**config.mk**
```make
export PLATFORM = sky130hd
export DESIGN_NAME = ez8_uart_loader
export DESIGN_NICKNAME = d
export VERILOG_FILES = /design/src/rtl/ez8_uart_loader.sv
export SDC_FILE = /design/constraint.sdc
export NUM_CORES = 1
export LEC_CHECK = 0
export ABC_AREA = 1
export ABC_CLOCK_PERIOD_IN_PS = 1950
export BUFFER_PORTS_ARGS = -buffer_cell sky130_fd_sc_hd__buf_2
export CAP_MARGIN = 10
export CORE_UTILIZATION = 40
export CTS_BUF_LIST = sky130_fd_sc_hd__clkbuf_4
export DETAILED_ROUTE_END_ITERATION = 12
export PLACE_DENSITY = 0.65
export SYNTH_ARGS = -nofsm -noshare
export SYNTH_HDL_FRONTEND = slang
export SYNTH_SLANG_ARGS = --single-unit
```
**constraint.sdc**
```tcl
create_clock -name clk -period 1.95 [get_ports clk]
set_clock_uncertainty 0.05 [all_clocks]
set_input_delay 0.195 -clock clk [delete_from_list [all_inputs] [get_ports clk]]
set_output_delay 0.195 -clock clk [all_outputs]
set_load 0.01 [all_outputs]
```
**src/rtl/ez8_uart_loader.sv**
```systemverilog
// Serial boot loader: receives a framed program image over 8N1 UART and writes it
// into ez8_cpu instruction memory, holding the CPU until the checksum verifies.
module ez8_uart_loader #(
    parameter int unsigned CLKS_PER_BIT   = 434,
    parameter int unsigned TIMEOUT_CYCLES = 50000000
) (
    input  logic        clk,
    input  logic        reset_n,
    input  logic        uart_rx,
    output logic [11:0] instr_writeaddr,
    output logic [15:0] instr_writedata,
    output logic        instr_write_en,
    output logic        cpu_hold,
    output logic        load_done,
    output logic        load_error
);
    localparam int unsigned CW = $clog2(CLKS_PER_BIT);
    localparam int unsigned TW = $clog2(TIMEOUT_CYCLES + 1);

    localparam logic [1:0] RX_IDLE  = 2'd0;
    localparam logic [1:0] RX_START = 2'd1;
    localparam logic [1:0] RX_DATA  = 2'd2;
    localparam logic [1:0] RX_STOP  = 2'd3;

    localparam logic [2:0] P_IDLE   = 3'd0;
    localparam logic [2:0] P_LEN_HI = 3'd1;
    localparam logic [2:0] P_LEN_LO = 3'd2;
    localparam logic [2:0] P_D_HI   = 3'd3;
    localparam logic [2:0] P_D_LO   = 3'd4;
    localparam logic [2:0] P_CHECK  = 3'd5;

    localparam logic [7:0]  SYNC_BYTE = 8'hA5;
    localparam logic [15:0] MAX_WORDS = 16'd4096;

    logic          rx_meta;
    logic          rx_sync;
    logic [1:0]    rx_state;
    logic [CW-1:0] clk_cnt;
    logic [2:0]    bit_idx;
    logic [7:0]    shift;
    logic [7:0]    rx_data;
    logic          byte_valid;
    logic          frame_err;

    logic [2:0]    pstate;
    logic [7:0]    len_hi;
    logic [7:0]    hi_byte;
    logic [7:0]    checksum;
    logic [12:0]   word_count;
    logic [12:0]   idx;
    logic [TW-1:0] tcnt;
    logic          timeout_hit;

    // UART receiver
    always_ff @(posedge clk) begin
        if (!reset_n) begin
            rx_meta    <= 1'b1;
            rx_sync    <= 1'b1;
            rx_state   <= RX_IDLE;
            clk_cnt    <= '0;
            bit_idx    <= '0;
            shift      <= '0;
            rx_data    <= '0;
            byte_valid <= 1'b0;
            frame_err  <= 1'b0;
        end else begin
            rx_meta    <= uart_rx;
            rx_sync    <= rx_meta;
            byte_valid <= 1'b0;
            frame_err  <= 1'b0;
            case (rx_state)
                RX_IDLE: begin
                    clk_cnt <= '0;
                    if (!rx_sync) begin
                        rx_state <= RX_START;
                    end
                end
                RX_START: begin
                    if (clk_cnt == CW'(CLKS_PER_BIT / 2 - 1)) begin
                        clk_cnt  <= '0;
                        bit_idx  <= '0;
                        rx_state <= rx_sync ? RX_IDLE : RX_DATA;
                    end else begin
                        clk_cnt <= clk_cnt + 1'b1;
                    end
                end
                RX_DATA: begin
                    if (clk_cnt == CW'(CLKS_PER_BIT - 1)) begin
                        clk_cnt <= '0;
                        shift   <= {rx_sync, shift[7:1]};
                        bit_idx <= bit_idx + 1'b1;
                        if (bit_idx == 3'd7) begin
                            rx_state <= RX_STOP;
                        end
                    end else begin
                        clk_cnt <= clk_cnt + 1'b1;
                    end
                end
                RX_STOP: begin
                    if (clk_cnt == CW'(CLKS_PER_BIT - 1)) begin
                        clk_cnt  <= '0;
                        rx_state <= RX_IDLE;
                        if (rx_sync) begin
                            byte_valid <= 1'b1;
                            rx_data    <= shift;
                        end else begin
                            frame_err <= 1'b1;
                        end
                    end else begin
                        clk_cnt <= clk_cnt + 1'b1;
                    end
                end
                default: rx_state <= RX_IDLE;
            endcase
        end
    end

    // tcnt holds the number of cycles since the last byte_valid, so the error
    // register rises exactly TIMEOUT_CYCLES cycles after that strobe.
    always_comb begin
        timeout_hit = (pstate != P_IDLE) && !byte_valid &&
                      (tcnt == TW'(TIMEOUT_CYCLES - 1));
    end

    // Frame protocol
    always_ff @(posedge clk) begin
        if (!reset_n) begin
            pstate          <= P_IDLE;
            len_hi          <= '0;
            hi_byte         <= '0;
            checksum        <= '0;
            word_count      <= '0;
            idx             <= '0;
            tcnt            <= TW'(1);
            instr_writeaddr <= '0;
            instr_writedata <= '0;
            instr_write_en  <= 1'b0;
            cpu_hold        <= 1'b0;
            load_done       <= 1'b0;
            load_error      <= 1'b0;
        end else begin
            instr_write_en <= 1'b0;
            load_done      <= 1'b0;

            if (pstate == P_IDLE || byte_valid) begin
                tcnt <= TW'(1);
            end else begin
                tcnt <= tcnt + 1'b1;
            end

            if (pstate != P_IDLE && (frame_err || timeout_hit)) begin
                load_error <= 1'b1;
                pstate     <= P_IDLE;
            end else if (byte_valid) begin
                case (pstate)
                    P_IDLE: begin
                        if (rx_data == SYNC_BYTE) begin
                            cpu_hold   <= 1'b1;
                            load_error <= 1'b0;
                            checksum   <= '0;
                            idx        <= '0;
                            pstate     <= P_LEN_HI;
                        end
                    end
                    P_LEN_HI: begin
                        len_hi <= rx_data;
                        pstate <= P_LEN_LO;
                    end
                    P_LEN_LO: begin
                        if ({len_hi, rx_data} > MAX_WORDS) begin
                            load_error <= 1'b1;
                            pstate     <= P_IDLE;
                        end else if ({len_hi, rx_data} == 16'd0) begin
                            pstate <= P_CHECK;
                        end else begin
                            word_count <= {len_hi[4:0], rx_data};
                            pstate     <= P_D_HI;
                        end
                    end
                    P_D_HI: begin
                        hi_byte  <= rx_data;
                        checksum <= checksum ^ rx_data;
                        pstate   <= P_D_LO;
                    end
                    P_D_LO: begin
                        instr_write_en  <= 1'b1;
                        instr_writeaddr <= idx[11:0];
                        instr_writedata <= {hi_byte, rx_data};
                        checksum        <= checksum ^ rx_data;
                        idx             <= idx + 1'b1;
                        if (idx + 13'd1 == word_count) begin
                            pstate <= P_CHECK;
                        end else begin
                            pstate <= P_D_HI;
                        end
                    end
                    P_CHECK: begin
                        if (rx_data == checksum) begin
                            cpu_hold  <= 1'b0;
                            load_done <= 1'b1;
                        end else begin
                            load_error <= 1'b1;
                        end
                        pstate <= P_IDLE;
                    end
                    default: pstate <= P_IDLE;
                endcase
            end
        end
    end
endmodule
```
==> summary.txt, run 1 <==
Run status
  – Status: finished clean

Synthesis
  – Post-synth top area cell: dfxtp_1
  – Synth top area cells: dfxtp_1 (44%), nand2_1 (10%), nor2_1 (7.5%), a21oi_1 (6.3%), inv_1 (5.5%)
  – Yosys Warn Count: 0
  – Post-synth cell types: 38
  – #FFs+latches synth: 145
  – Mapped Area: 0.00653 sq mm
  – Seq/Total Area, Yosys: 0.444
  – Post-Syn Nets: 926
  – Post-synth ARST share: 0
  – Share of the synthesized area in the top cell type: 0.444
  – Mean Syn Cell Area: 7.13 sq um
  – Post-synth EDFFs: 0
  – Top FF cell, synth: dfxtp_1
  – Synth Instances: 916

Detailed routing
  – Highest metal used: met4
  – Residual DRC: 0
  – Pre-antenna DRT Iters: 5
  – Met3 routed WL: 808 um
  – DR vias: 6069
  – 1st-iter DRT viols: 387
  – WL met2: 7220 um
  – Met1 wire length: 7440 um
  – Post-Route WL: 15700 um
  – Via density: 5.00
  – DR WL/cell: 12.9 um
  – Routed Antenna Nets: 0

Floorplan
  – DIE HEIGHT: 130 um
  – # IOs: 35
  – Die area: 0.0168 sq mm
  – Core area: 0.0159 sq mm
  – Placement row count: 46
  – Die Wd: 130 um
  – Starting Density: 0.411

Worst hold path
  – Worst hold path depth: 3
  – Hold EP: rx_meta$_SDFF_PN1_
  – Hold Crit Start: uart_rx
  – Hold/Removal Path Class: primary input to register

Timing
  – Final worst-path cycle share: 0.982
  – Final setup violation count: 0
  – Fmax: 0.522 GHz
  – Max Slew Vio Count: 0
  – RSZ-0062 raised after global routing: true
  – Final-report hold violation count: 0
  – Rel. slew slack: 0.770
  – Actual slew at the worst max-slew pin: 0.342 ns
  – Setup TNS: 0 ns
  – Post-layout min period: 1.91 ns
  – Min Hold Slack: 0.313 ns

Power and ir drop
  – Net Sw Frac: 0.236
  – Pwr dens: 660 mW/mm^2
  – Part of the power in combinational logic: 0.025
  – Leakage: 0.00308 uW
  – Sequential share of power: 0.582
  – Switching pwr: 1210 uW
  – Peak supply drop: 0.444 mV
  – Power share of the clock group: 0.394
  – Int Power: 3910 uW

Worst setup path
  – RR Endpoint: tcnt[20]$_SDFF_PP0_
  – CP Class: register to register
  – Reg2reg setup slack: 0.04 ns
  – Crit path DAT: 2.32 ns
  – Startpoint Class: register
  – R2r worst-path depth: 11
  – Crit-path max FO: 4
  – Crit path capture type: register
  – Worst Path Required: 2.35 ns
  – R2r startpoint: tcnt[1]$_SDFF_PP0_

Clocking
  – CTS tree: built
  – Clock sink total: 145
  – Number of buffers on the longest clock path: 2
  – H-Tree Depth: 4
  – Cts bufs inserted: 17
  – Clk pin slew, worst setup/hold paths: 0.13 ns
  – Root Driver: clkbuf_4
  – Clk_lat worst skew: 0.56 ns

Cells and area
  – Synthesis-to-layout area growth: 18.8%
  – NumNets Final: 997
  – Fillers: 1585
  – Core Util, Final: 0.488
  – Layout cell share with drive strength beyond 1: 0.184
  – Total inserted antenna cells: 0
  – Design area: 0.00776 sq mm
  – Fin cells: 1215

Global route
  – Largest net degree at the start of global routing: 47
  – First-pass GRT wire length: 25100 um
  – Remaining Overflow, GRT: 0
  – Antenna violations before repair: 0
  – GRT Total Usage: 0.192
  – Number of global-route vias before repair: 5448

Place
  – Port Buffers: 34
  – RePlAce Congestion: 0.876
  – Area after DPL: 0.00715 sq mm
  – Dpl hpwl: 11000 um
  – DP Cell Count: 1172

Job
  – Maximum capacitance violations: 0
## power groups by stage
stage / clock (uW) / sequential [uW] / combinational, uW
floorplan: 0 / 3050 / 87.3
global placement: 0 / 3050 / 121
detailed placement: 0 / 3050 / 124
CTS: 2080 / 2980 / 127
global route: 2200 / 2980 / 146
finish: 2020 / 2980 / 126
## kinds of logic after synthesis
family / Yosys count / share of synthesized area
AO/OA/AOI/OAI: 185 / 0.159
XOR/XNOR: 15 / 0.0201
adder cells (fa/ha/maj): 7 / 0.0134
buffers and inverters: 136 / 0.0805
flip-flops: 145 / 0.444
AND/OR/NAND/NOR: 428 / 0.282
## routing by layer
metal	track usage	up-vias
met5	0	-
met2	0.310	118
met3	0.0467	19
li1	-	3149
met1	0.249	2783
met4	0.0636	0
## layout make-up
cell class / instances / area [sq um] / share of cell area
inverters: 104 / 393 / 0.0506
multi-input cells: 636 / 3310 / 0.426
well taps: 216 / 270 / 0.0348
repair buffers: 83 / 572 / 0.0737
clock buffers: 18 / 135 / 0.0174
flip-flops and latches: 145 / 2920 / 0.376
clock inverters: 13 / 163 / 0.0210
## Yosys cell counts, types with 6 or more instances
cell      number
inv_2          8
clkbuf_1      18
nand2_1      179
o21ai_0       62
a31oi_1        6
nand4_1       12
xnor2_1        6
a211oi_1      16
dfxtp_1      145
nor2_1       131
inv_1         96
nor3_1        21
nor4_1         7
xor2_1         9
a21oi_1       82
buf_2         12
nor2_2        11
nand3_1       49
o31ai_1        6
ha_1           7
## placed cells by master (no fill, tap or decap), types with 8 or more instances in the layout
cell type and n:
nor2_4 12, nand4_1 12, a21oi_1 82, nand3_1 45, buf_2 34, clkbuf_4 18, dfxtp_1 135, nand2_2 11
inv_1 96, nor3_1 20, a211oi_1 16, nor2_2 8, xor2_1 9, buf_4 44, o21ai_0 61, dfxtp_2 8
nand2_1 169, nor2_1 123
## worst max path at each step
stage,start,end,slack (ns),cells after the start
global route,tcnt[1]$_SDFF_PP0_,tcnt[22]$_SDFF_PP0_,-0.12,12
floorplan,idx[0]$_SDFFE_PN0P_,pstate[1]$_SDFFE_PP0P_,0.13,14
global placement,tcnt[0]$_SDFF_PP1_,tcnt[20]$_SDFF_PP0_,0.08,11
detailed placement,tcnt[0]$_SDFF_PP1_,tcnt[18]$_SDFF_PP0_,0.005,13
finish,tcnt[1]$_SDFF_PP0_,tcnt[20]$_SDFF_PP0_,0.04,11
CTS,tcnt[1]$_SDFF_PP0_,tcnt[18]$_SDFF_PP0_,0.01,13
## repair_timing
action                     4_1_cts  5_1_grt
hold endpoints to repair         6        0
resized for setup                2       59
buffers inserted                 1        8
cloned                           0        1
setup endpoints to repair        1       22
pin swaps                        1       24
hold buffers                     2        0
## state kept, by name, summed over array words and instances, names as in the netlist, named ones only
signal / flops
word_count: 13
rx_sync: 1
instr_write_en: 1
frame_err: 1
instr_writeaddr: 12
load_error: 1
shift: 8
rx_data: 8
idx: 13
len_hi: 8
load_done: 1
byte_valid: 1
hi_byte: 8
tcnt: 26
pstate: 3
rx_state: 1
rx_meta: 1
instr_writedata: 16
cpu_hold: 1
clk_cnt: 9
bit_idx: 3
checksum: 8
## critical path, cell delays in order, from the launching register on
cell     delay, ns
dfxtp_2       0.38
ha_4          0.15
nand2_4       0.05
nor2_4        0.09
nand2_2       0.07
inv_2         0.09
nand3_2       0.07
nor2_2        0.15
nand3_2       0.13
nor4_4        0.37
nand2_1       0.08
nor3b_2       0.15
## through the flow
stage	setup WS, ns	power [uW]
5_1_grt	-0.116	5330
6_report	0.0355	5120
2_1_floorplan	0.126	3130
4_1_cts	0.0104	5200
3_5_place_dp	0.00489	3170
3_3_place_gp	0.0792	3170
(Power assumes the default switching activity.)
==> inputs of run 2 (changes only) <==
--- a/config.mk
+++ b/config.mk
@@ -12,6 +12,7 @@
 export CORE_UTILIZATION = 40
 export CTS_BUF_LIST = sky130_fd_sc_hd__clkbuf_4
 export DETAILED_ROUTE_END_ITERATION = 12
+export GPL_ROUTABILITY_DRIVEN = 0
 export PLACE_DENSITY = 0.65
 export SYNTH_ARGS = -nofsm -noshare
 export SYNTH_HDL_FRONTEND = slang
==> constraint.sdc (replaced) <==
create_clock -name clk -period 1.95 [get_ports clk]
set_clock_uncertainty 0.05 [all_clocks]
set_input_delay 0.0975 -clock clk [delete_from_list [all_inputs] [get_ports clk]]
set_output_delay 0.0975 -clock clk [all_outputs]
set_load 0.01 [all_outputs]
==> run 2 against run 1 <==
  * Count of clock-buffer cells in the layout down 1
  * Via count decreased by 1.2%
  * Combinational power hardly changed
  * Final area is 0.53% lower
  * Setup slack worse by 0.020 ns
  * Maximum frequency decreased by 1.1%
  * Global-route usage is essentially flat
  * First-iteration DRC count fell by 17%
  * Clock power is 7% lower
  * Sequential cell count stayed put
  * Critical endpoint is now tcnt[24]$_SDFF_PP0_
==> summary.txt, run 2 (synthesis results as in run 1) <==
Run status
  – Status: finished clean

Power and ir drop
  – Switching pwr: 1300 uW
  – Power share of the clock group: 0.377
  – Leakage: 0.00306 uW
  – Net Sw Frac: 0.261
  – Part of the power in combinational logic: 0.025
  – Int Power: 3680 uW
  – Sequential share of power: 0.598
  – Peak supply drop: 0.472 mV
  – Pwr dens: 646 mW/mm^2

Floorplan
  – Placement row count: 46
  – Starting Density: 0.411
  – Core area: 0.0159 sq mm
  – DIE HEIGHT: 130 um
  – # IOs: 35
  – Die area: 0.0168 sq mm
  – Die Wd: 130 um

Worst setup path
  – Crit-path max FO: 4
  – Crit path largest cell delay: 0.39 ns
  – Startpoint Class: register
  – Crit path buf inv count: 1
  – Worst Path Required: 2.35 ns
  – CP startpoint: tcnt[0]$_SDFF_PP1_
  – R2r startpoint: tcnt[0]$_SDFF_PP1_
  – Crit path DAT: 2.33 ns
  – Critical Path Slowest Stage Cell: dfxtp_4
  – CP cell instances: ha_4 > nand2_4 > nor2_4 > nand2_2 > inv_2 > nand3_2 > nor2_2 > nand3_2 > nor4_4 > nand2_1 > nand2_2 > a21oi_2
  – Crit path capture type: register
  – CP top delay family: simple AND/OR/NAND/NOR gates
  – CP Class: register to register

Clocking
  – Root Driver: clkbuf_4
  – CTS tree: built
  – Number of buffers on the longest clock path: 2
  – Clk_lat worst skew: 0.56 ns
  – Clock sink total: 145
  – Clk pin slew, worst setup/hold paths: 0.14 ns
  – H-Tree Depth: 4
  – Cts bufs inserted: 17

Timing
  – Final-report hold violation count: 0
  – Fmax: 0.517 GHz
  – Max Slew Vio Count: 0
  – Min Hold Slack: 0.194 ns
  – Rel. slew slack: 0.755
  – RSZ-0062 raised after global routing: true
  – Post-layout min period: 1.93 ns
  – Actual slew at the worst max-slew pin: 0.365 ns
  – Final worst-path cycle share: 0.992
  – Final setup violation count: 0

Global route
  – Remaining Overflow, GRT: 0
  – Largest net degree at the start of global routing: 50
  – First-pass GRT wire length: 25200 um
  – Antenna violations before repair: 0
  – GRT Total Usage: 0.192
  – Number of global-route vias before repair: 5296

Detailed routing
  – Met3 routed WL: 601 um
  – Via density: 4.96
  – WL met2: 7290 um
  – Highest metal used: met4
  – Routed Antenna Nets: 0
  – DR WL/cell: 12.9 um
  – Pre-antenna DRT Iters: 5
  – Post-Route WL: 15600 um
  – DR vias: 5994
  – Residual DRC: 0
  – Met1 wire length: 7540 um
  – 1st-iter DRT viols: 322

Cells and area
  – Synthesis-to-layout area growth: 18.2%
  – Commonest non-fill, non-tap cell in the layout: nand2_1
  – Design area: 0.00772 sq mm
  – Top Registers: tcnt (26), instr_writedata (16)
  – Commonest cells after routing, fill and taps aside: nand2_1 (170), dfxtp_1 (135), nor2_1 (122), inv_1 (96), a21oi_1 (79)
  – Layout cell share with drive strength beyond 1: 0.183
  – NumNets Final: 990
  – Biggest register: tcnt
  – Total inserted antenna cells: 0
  – Largest register FFs: 26

Place
  – Port Buffers: 34
  – Area after DPL: 0.00714 sq mm
  – Dpl hpwl: 10800 um

Worst hold path
  – Hold/Removal Path Class: primary input to register
  – Hold Crit Start: uart_rx

Job
  – Maximum capacitance violations: 0
-- run 2: changes by cell type in the layout (fill, tap and decap cells not counted), sizes merged --
cell      previous run  this run
inv                106       111
clkinv               6         4
clkinvlp             2         3
nor2               143       142
bufinv               3         1
buf                 81        75
clkbuf              18        17
-- run 2: tightest hold or removal path, cell delays in order --
cell	delay, ns
dlygate4sd3_1	0.52
buf_2	0.09
or2_2	0.08
-- run 2: path summary, 6_finish.rpt --
path	endpoint	slack [ns]	cells past startpoint
hold reg to reg	rx_sync$_SDFF_PN1_	0.38	1
setup / recovery	tcnt[24]$_SDFF_PP0_	0.02	12
hold / removal	rx_meta$_SDFF_PN1_	0.19	3
setup reg to reg	tcnt[24]$_SDFF_PP0_	0.02	12
-- run 2: power by group through the flow --
stage	Combinational (uW)	Sequential (uW)	Clock, uW
after CTS	125	2990	1950
after floorplan	87.3	3050	0
after global placement	120	3050	0
after detailed placement	121	3050	0
final	123	2980	1880
after global routing	141	2990	2100
-- run 2: repair_timing --
| item | CTS | global route |
|---|---|---|
| hold buffers | 2 | 0 |
| pin swaps | 1 | 22 |
| endpoints found under the hold margin | 48 | 0 |
| gates resized for setup | 1 | 65 |
| setup buffers | 1 | 4 |
| endpoints found under the setup margin | 3 | 13 |
-- run 2: per-layer routing --
layer	up-vias	global-route usage
met5	-	0
met4	0	0.0534
met3	12	0.0459
met2	107	0.305
met1	2732	0.258
li1	3143	-
-- run 2: area by class of cell --
type                            instances  area [sq um]
Inverter                              104           390
Sequential cell                       145          2920
Multi-Input combinational cell        635          3320
Fill cell                            1639          8170
Clock buffer                           17           128
Timing Repair Buffer                   77           536
Tap cell                              216           270
Clock inverter                         15           149
-- run 2: per-stage QoR --
| step | setup slack (ns) | std cells | TNS (ns) | total power [uW] | utilization |
|---|---|---|---|---|---|
| floorplan | 0.126 | 916 | 0 | 3130 | - |
| global placement | 0.0756 | 1170 | 0 | 3170 | 0.450 |
| detailed placement | -0.0121 | 1170 | -0.0121 | 3170 | 0.450 |
| CTS | -0.00404 | 1205 | -0.00404 | 5060 | 0.469 |
| global route | -0.126 | 1209 | -0.541 | 5220 | 0.486 |
| finish | 0.0150 | 1209 | 0 | 4980 | 0.486 |
